### src/rtl/jstk_pkg.sv
// jstk_pkg: shared FSM state, command header and byte-field offsets for the joystick poll controller
package jstk_pkg;
   typedef enum logic [1:0] {IDLE, LAUNCH, WAIT, DECODE} jstk_state_t;
   localparam logic [5:0] JSTK_CMD_HDR = 6'b100000;
   localparam logic [9:0] JSTK_CENTER = 10'd512;
   localparam int X_LSB_BYTE = 32;
   localparam int X_MSB_BITS = 24;
   localparam int Y_LSB_BYTE = 16;
   localparam int Y_MSB_BITS = 8;
   localparam int BTN_BITS = 0;
endpackage

### src/rtl/jstk_poll_ctrl_if.sv
// jstk_poll_ctrl_if: SPI master handshake between the poll controller and the SPI master
interface jstk_poll_ctrl_if;
   logic        spi_start;
   logic [39:0] spi_tx;
   logic [39:0] spi_rx;
   logic        spi_done;
   modport master (output spi_start, spi_tx, input spi_rx, spi_done);
   modport slave (input spi_start, spi_tx, output spi_rx, spi_done);
endinterface

### src/rtl/jstk_decode.sv
// jstk_decode: 40-bit joystick frame to {x, y, buttons}; JSTK_DEADZONE_EN snaps near-centre axes to 512
module jstk_decode
   import jstk_pkg::*;
#(
   parameter int DEADZONE = 16
) (
   input  logic [39:0] rx,
   output logic [9:0]  x,
   output logic [9:0]  y,
   output logic [2:0]  buttons
);
`ifdef JSTK_DEADZONE_EN
   localparam bit DZ_EN = 1'b1;
`else
   localparam bit DZ_EN = 1'b0;
`endif
   localparam logic signed [10:0] DZ = 11'(DEADZONE);
   logic [9:0] x_raw, y_raw;
   logic signed [10:0] dx, dy;
   logic unused_bits;
   always_comb begin
      x_raw = {rx[X_MSB_BITS+1:X_MSB_BITS], rx[X_LSB_BYTE+7:X_LSB_BYTE]};
      y_raw = {rx[Y_MSB_BITS+1:Y_MSB_BITS], rx[Y_LSB_BYTE+7:Y_LSB_BYTE]};
      dx = $signed({1'b0, x_raw}) - $signed({1'b0, JSTK_CENTER});
      dy = $signed({1'b0, y_raw}) - $signed({1'b0, JSTK_CENTER});
      x = (DZ_EN && dx >= -DZ && dx <= DZ) ? JSTK_CENTER : x_raw;
      y = (DZ_EN && dy >= -DZ && dy <= DZ) ? JSTK_CENTER : y_raw;
      buttons = rx[BTN_BITS+2:BTN_BITS];
   end
   assign unused_bits = ^{rx[31:26], rx[15:10], rx[7:3]};
endmodule

### src/rtl/jstk_poll_ctrl.sv
// jstk_poll_ctrl: periodic/on-demand 5-byte SPI joystick poll, decode and publish
// Optional centre deadzone clamp enabled by defining JSTK_DEADZONE_EN.
module jstk_poll_ctrl
   import jstk_pkg::*;
#(
   parameter int POLL_DIV = 50000,
   parameter int TIMEOUT  = 4096,
   parameter int DEADZONE = 16
) (
   input  logic             clk50M,
   input  logic             rst_n,
   input  logic             poll_req,
   input  logic [1:0]       led_cmd,
   jstk_poll_ctrl_if.master spi,
   output logic [9:0]       x_pos,
   output logic [9:0]       y_pos,
   output logic [2:0]       buttons,
   output logic             sample_valid,
   output logic             timeout_err,
   output logic             busy
);
   localparam int PW = $clog2(POLL_DIV);
   localparam int TW = $clog2(TIMEOUT);
   localparam logic [PW-1:0] POLL_LAST = PW'(POLL_DIV - 1);
   localparam logic [TW-1:0] TO_LAST = TW'(TIMEOUT - 1);
   jstk_state_t state;
   logic [PW-1:0] poll_cnt;
   logic [TW-1:0] to_cnt;
   logic [39:0] rx_q;
   logic pending, tick, go;
   logic [9:0] dec_x, dec_y;
   logic [2:0] dec_b;
   assign tick = poll_cnt == POLL_LAST;
   assign go = state == IDLE && (pending || tick || poll_req);
   jstk_decode #(.DEADZONE(DEADZONE)) u_decode (
      .rx(rx_q), .x(dec_x), .y(dec_y), .buttons(dec_b)
   );
   always_ff @(posedge clk50M or negedge rst_n) begin
      if (!rst_n) begin
         state <= IDLE;
         poll_cnt <= '0;
         to_cnt <= '0;
         pending <= 1'b0;
         rx_q <= '0;
         spi.spi_start <= 1'b0;
         spi.spi_tx <= '0;
         x_pos <= JSTK_CENTER;
         y_pos <= JSTK_CENTER;
         buttons <= '0;
         sample_valid <= 1'b0;
         timeout_err <= 1'b0;
         busy <= 1'b0;
      end else begin
         poll_cnt <= tick ? '0 : poll_cnt + 1'b1;
         pending <= go ? 1'b0 : pending | tick | poll_req;
         spi.spi_start <= go;
         sample_valid <= 1'b0;
         case (state)
            IDLE: if (go) begin
               state <= LAUNCH;
               spi.spi_tx <= {JSTK_CMD_HDR, led_cmd, 32'h0};
               to_cnt <= '0;
               busy <= 1'b1;
            end
            LAUNCH: state <= WAIT;
            WAIT: if (spi.spi_done) begin
               rx_q <= spi.spi_rx;
               state <= DECODE;
            end else if (to_cnt == TO_LAST) begin
               timeout_err <= 1'b1;
               busy <= 1'b0;
               state <= IDLE;
            end else begin
               to_cnt <= to_cnt + 1'b1;
            end
            DECODE: begin
               x_pos <= dec_x;
               y_pos <= dec_y;
               buttons <= dec_b;
               sample_valid <= 1'b1;
               timeout_err <= 1'b0;
               busy <= 1'b0;
               state <= IDLE;
            end
            default: state <= IDLE;
         endcase
      end
   end
endmodule

### src/flat_wrapper.sv
// flat-port wrapper written by rule: the top's interface ports become plain ports
module jstk_poll_ctrl_flat import jstk_pkg::*;
#(
   parameter int POLL_DIV = 50000,
   parameter int TIMEOUT  = 4096,
   parameter int DEADZONE = 16
)
  (clk50M, rst_n, poll_req, led_cmd, x_pos, y_pos, buttons, sample_valid, timeout_err, busy, spi_spi_start, spi_spi_tx, spi_spi_rx, spi_spi_done);
  jstk_poll_ctrl_if spi_i ();
  input  logic clk50M;
  input  logic rst_n;
  input  logic poll_req;
  input  logic [1:0] led_cmd;
  output logic [9:0] x_pos;
  output logic [9:0] y_pos;
  output logic [2:0] buttons;
  output logic sample_valid;
  output logic timeout_err;
  output logic busy;
  output wire logic [$bits(spi_i.spi_start)-1:0] spi_spi_start;
  output wire logic [$bits(spi_i.spi_tx)-1:0] spi_spi_tx;
  input wire logic [$bits(spi_i.spi_rx)-1:0] spi_spi_rx;
  input wire logic [$bits(spi_i.spi_done)-1:0] spi_spi_done;
  assign spi_spi_start = spi_i.spi_start;
  assign spi_spi_tx = spi_i.spi_tx;
  assign spi_i.spi_rx = spi_spi_rx;
  assign spi_i.spi_done = spi_spi_done;
  jstk_poll_ctrl #(.POLL_DIV(POLL_DIV), .TIMEOUT(TIMEOUT), .DEADZONE(DEADZONE)) u_core (.clk50M(clk50M), .rst_n(rst_n), .poll_req(poll_req), .led_cmd(led_cmd), .spi(spi_i), .x_pos(x_pos), .y_pos(y_pos), .buttons(buttons), .sample_valid(sample_valid), .timeout_err(timeout_err), .busy(busy));
endmodule
### config.mk
export PLATFORM = sky130hd
export DESIGN_NAME = jstk_poll_ctrl_flat
export DESIGN_NICKNAME = d
export VERILOG_FILES = /design/src/rtl/jstk_pkg.sv /design/src/rtl/jstk_poll_ctrl_if.sv /design/src/rtl/jstk_decode.sv /design/src/rtl/jstk_poll_ctrl.sv /design/src/flat_wrapper.sv
export SDC_FILE = /design/constraint.sdc
export NUM_CORES = 1
export LEC_CHECK = 0
export ABC_AREA = 1
export ABC_CLOCK_PERIOD_IN_PS = 2800
export CAP_MARGIN = 5
export CORE_MARGIN = 1
export CORE_UTILIZATION = 50
export CTS_CLUSTER_SIZE = 28
export DETAILED_ROUTE_END_ITERATION = 16
export HOLD_SLACK_MARGIN = 0.1
export PLACE_DENSITY = 0.83
export SYNTH_ARGS = -nofsm -noshare
export SYNTH_HDL_FRONTEND = slang
export SYNTH_SLANG_ARGS = --single-unit
### constraint.sdc
create_clock -name clk50M -period 2.8 [get_ports clk50M]
set_input_delay 0.84 -clock clk50M [delete_from_list [all_inputs] [get_ports clk50M]]
set_output_delay 0.84 -clock clk50M [all_outputs]
set_load 0.01 [all_outputs]
Yosys cells after proc, flatten, opt, wreduce, memory -nomap -nowiden
Cells that the tools add are included.
Widths: inputs -> output; s select.
- register bits after elaboration: 101
- output and inout bits: 67
- word-level logic and storage cells: 58
- add/sub/neg operators: 2
- equality and inequality tests: 10
- multiplexer cells: 18
- bitwise gates (word level): 2
- reductions and logical operators: 13
- operators with widths (operator ; number):
    $mux 12 ; 3
    $pmux 12 s2 ; 1
    $add 16x1->16 const B ; 1
    $eq 16x16->1 const B ; 1
    $mux 16 ; 1
    $add 12x1->12 const B ; 1
    $eq 12x12->1 const B ; 1
    $pmux 2 s4 ; 1
    $reduce_and 4->1 ; 2
    $mux 1 ; 7
    $mux 2 ; 3
    $reduce_and 2->1 ; 3
    $eq 2x2->1 const B ; 2
    $ne 2x1->1 const B ; 2
    $ne 2x2->1 const B ; 2
    $reduce_bool 2->1 ; 2
    $ne 3x2->1 const B ; 1
    $pmux 1 s3 ; 1
    $reduce_and 3->1 ; 1
    $reduce_bool 3->1 ; 1
    $eq 2x1->1 const B ; 1
    $logic_not 2->1 ; 1
    $logic_or 1x1->1 ; 2
    $or 1x1->1 ; 2
    2 further kinds ; 2

Depth between registers and ports, before layout
- depth in word-level cells: 6
- mapped depth: 10

By module
A second synthesis with hierarchy kept.
- cell total of the unflattened synthesis: 569
- area, all modules: 4818.4 sq um
- by module, submodules not included (module ; times used ; cells an instance ; area an instance (sq um) ; sequential area each (sq um)):
    jstk_poll_ctrl ; 1 ; 546 ; 4645.7 ; 2529.9
    jstk_decode ; 1 ; 23 ; 172.7 ; 0.0

Worst setup path after synthesis
Ideal clock, no wire load.
- kind: input to register
- start point: input port poll_req
- end point: register u_core.spi.spi_tx[39]
- arrival: 1492 ps
- data required time: 2676 ps
- path slack: 1184 ps
- stages on the path: 5
- path buffers: 0
- cell sequence: nor2_1 -> nand2_1 -> nand2_1 -> inv_2 -> or2_1
- cells in the longest elaborated chain, start to end: 3
- RTL lines (item ; RTL line ; RTL):
    from (decl) ; flat_wrapper.sv:12 ; input logic poll_req;
    $logic_or 1x1->1 ; jstk_poll_ctrl.sv:34 ; assign go = state == IDLE && (pending || tick || poll_req);
    $logic_and 1x1->1 ; jstk_poll_ctrl.sv:34 ;
    net u_core.go ; jstk_poll_ctrl.sv:30 ; logic pending, tick, go;
    $reduce_and 2->1 (no line) ; n/a ;
    to (signal assigned) ; jstk_poll_ctrl.sv:61 ; spi.spi_tx <= {JSTK_CMD_HDR, led_cmd, 32'h0};
    to (decl) ; jstk_poll_ctrl_if.sv:7 ; modport master (output spi_start, spi_tx, input spi_rx, spi_done);
The timed path passes the listed nets, and every way through them passes these cells.
A chain may end at the register's enable or synchronous reset.

Worst setup path after layout
- start point: register u_core.x_pos[9]
- end point: output port x_pos[9]
- RTL lines (item ; RTL line ; RTL):
    from (decl) ; jstk_poll_ctrl.sv:15 ; output logic [9:0] x_pos,
    from (signal assigned) ; jstk_poll_ctrl.sv:47 ; x_pos <= JSTK_CENTER;
    from (signal assigned) ; jstk_poll_ctrl.sv:77 ; x_pos <= dec_x;
    to (decl) ; flat_wrapper.sv:14 ; output logic [9:0] x_pos;
No word-level cell between the ends.

==> key figures <==
GRT
  – Vias in the first global route: 3,053
  – GRT Util Overall: 0.204
  – Largest net degree at the start of global routing: 49
  – First-pass GRT wire length: 13.6 mm
  – Initial antenna violation count: 0
  – Total congestion overflow: 0

Run status
  – Status: finished clean

Worst setup path
  – WP data required: 1.96 ns
  – WP buf/inv: 1
  – Delay-heaviest family, CP: flip-flops
  – CP Cell Sequence: clkdlybuf4s50_1
  – Critical-path top delay cell: dfstp_2
  – Peak per-stage delay on the critical path: 0.55 ns
  – Crit-path max FO: 2
  – Reg2reg setup slack: 1.06 ns
  – Worst r2r path cells: 8
  – Worst R2R End: u_core.to_cnt[3]
  – CP Launch Type: register
  – WS Path Type: reg2out
  – Critical R2R Launch: u_core.poll_cnt[0]
  – Crit path DAT: 1.44 ns
  – Worst setup EP type: primary output

Logic synthesis
  – Register bit total from synthesis: 84
  – Sequential share of the synthesized area: 0.517
  – Top_reg_cell synth: dfrtp_1
  – Top-count cell post-synth: nand2_1
  – YS warnings: 0
  – Area contributors post-synth: dfrtp_1, nand2_1, buf_4, inv_1, nor2_1
  – Post-synth top cells: nand2_1, dfrtp_1, buf_4
  – Post-synth top area cell: dfrtp_1
  – Mapped Cells: 480
  – Mapped cell area: 4070 um2
  – EDFF count, synth: 0
  – Cell variety after synth: 35
  – Async S/R FF share, synth: 1.00
  – Avg Inst Size Synth: 8.48 um2
  – Share of the synthesized area in the top cell type: 0.504

Detailed routing
  – Drt pass-1 iters: 4
  – Avg WL per Cell: 12.2 um
  – Routed via count: 3,137
  – Wirelength, routed: 7.90 mm
  – DR iter-0 viols: 162
  – Vias per Instance: 4.85
  – DRC violation count after routing: 0
  – Antenna Nets Post-Route: 0

Timing
  – Post-layout min period: 2.28 ns
  – Hold Slack: 0.450 ns
  – Setup Skew: 0.00829 ns
  – Fin crit share: 0.814
  – Least-Margin Pin Slew: 0.669 ns
  – Fin Setup TNS: 0 ns
  – Final Slew Violations: 0
  – Final Hold Vio Count: 0
  – RSZ-0062 raised after global routing: no
  – Achievable clock frequency: 0.439 GHz
  – Final setup fails: 0
  – Relative slew slack: 0.554

Layout
  – P&R area growth vs syn: 18.1%
  – Fin area: 4810 um2
  – Antenna diode count: 0
  – Nets: 588
  – Post-layout util: 0.616
  – Layout Cells excl Fill: 647
  – FILL cells: 665
  – Layout cells sized above 1: 0.103

Power and ir drop
  – Pwr dens: 825 nW/um2
  – Clock power share: 0.216
  – Logic pwr share: 0.338
  – Flop pwr share: 0.446
  – Sw power: 1.39 mW
  – VDD IR-drop max: 0.628 mV
  – Switching Share: 0.350
  – Pint: 2.58 mW
  – Static leakage: 2.38 nW

Clock tree
  – H-tree Lvls: 3
  – Clk sink count: 84
  – Num CTS Buffers: 9
  – Latest clock arrival within the worst-skew pair: 0.35 ns
  – Clock Path Buffers: 2
  – # hold bufs at CTS: 0
  – Root Driver: clkbuf_8
  – Setup repair bufs after CTS: 0
  – Clk slew on worst S/H paths: 0.09 ns
  – CTS tree: built
  – Post_cts resized: 0

Floorplan
  – Rows: 32
  – Die Ht: 92.3 um
  – Die Area: 8510 um2
  – Die X: 92.3 um
  – Placeable Area: 7810 um2
  – Initial Util: 0.522
  – Top Ports: 113

Placed design
  – RD Place Congestion: 0.869
  – Dpl hpwl: 5.56 mm
  – Placed cells: 631
  – IO buf count: 58
  – Post-DP Area: 4610 um2

Worst hold path
  – Worst hold path class: in2async

Job
  – Total of max-cap violations: 0
[worst max-delay path by stage]
stage / from / endpoint / slack [ns] / cells past startpoint
2_1_floorplan: poll_req / u_core.spi.spi_tx[39] / 1.18 / 5
3_3_place_gp: spi_spi_done / u_core.to_cnt[11] / 0.51 / 7
3_5_place_dp: spi_spi_done / u_core.to_cnt[3] / 0.44 / 7
4_1_cts: u_core.x_pos[9] / x_pos[9] / 0.50 / 1
5_1_grt: u_core.x_pos[9] / x_pos[9] / 0.46 / 1
6_report: u_core.x_pos[9] / x_pos[9] / 0.52 / 1
[per-stage QoR]
stage               total power [mW]  setup WS (ns)
CTS                             4.01          0.495
global route                    4.25          0.465
floorplan                       2.63           1.18
finish                          3.97          0.522
detailed placement              3.14          0.442
global placement                3.08          0.510
[routing by layer]
layer  wire (um)  vias to the layer above  GRT usage
li1            -                     1547          -
met1        3330                     1498      0.256
met2        4130                       83      0.336
met3         337                        9     0.0498
met4         112                        0     0.0885
met5           0                        -          0
[power by group through the flow]
stage | clock network (mW) | logic (mW) | registers [mW]
floorplan | 0 | 0.788 | 1.84
global placement | 0 | 1.31 | 1.78
detailed placement | 0 | 1.35 | 1.79
CTS | 0.883 | 1.36 | 1.77
global route | 0.931 | 1.51 | 1.81
finish | 0.858 | 1.34 | 1.77
[state kept, by name, indices dropped and copies added, names as in the netlist]
name / flops
u_core.busy: 1
u_core.buttons: 3
u_core.pending: 1
u_core.poll_cnt: 16
u_core.rx_q: 23
u_core.sample_valid: 1
u_core.spi.spi_start: 1
u_core.spi.spi_tx: 3
u_core.state: 2
u_core.timeout_err: 1
u_core.to_cnt: 12
u_core.x_pos: 10
u_core.y_pos: 10
[layout by cell type (no fill, tap or decap), drive strengths merged, types with 2 or more instances in the layout]
cell and count:
dfrtp 82, nor3 5, a21oi 8, o21bai 2, conb 37, ha 2, inv 39, nand2 179
clkdlybuf4s50 57, dfstp 2, nand3b 3, clkinvlp 2, clkbuf 10, xor2 5, nor2 38, buf 6
o21ai 31, xnor2 2, nand3 22, or2 2, nand4 5, o211a 2
[cell type report]
| cell class | count | area, um2 | area share |
|---|---|---|---|
| clock buffers | 10 | 128 | 0.0265 |
| clock inverters | 6 | 71.3 | 0.0148 |
| multi-input cells | 345 | 1610 | 0.335 |
| inverters | 37 | 139 | 0.0289 |
| repair buffers | 63 | 628 | 0.131 |
| well taps | 102 | 128 | 0.0265 |
| flip-flops and latches | 84 | 2100 | 0.438 |
[worst register-to-register path, stage by stage, from the launching register on]
cell and delay [ns]:
dfrtp_1 0.38, ha_1 0.24, nand3_4 0.13, nor2_4 0.14
nand2_4 0.10, nand3_4 0.10, nand3_4 0.28, nand2_1 0.19
o21ai_2 0.07
[cells by family after synthesis]
group,share of synthesized area
buffers and inverters,0.121
XOR/XNOR,0.0151
other,0.000921
adder cells (fa/ha/maj),0.00614
flip-flops,0.517
AO/OA/AOI/OAI,0.0697
AND/OR/NAND/NOR,0.271
(Power assumes the default switching activity.)
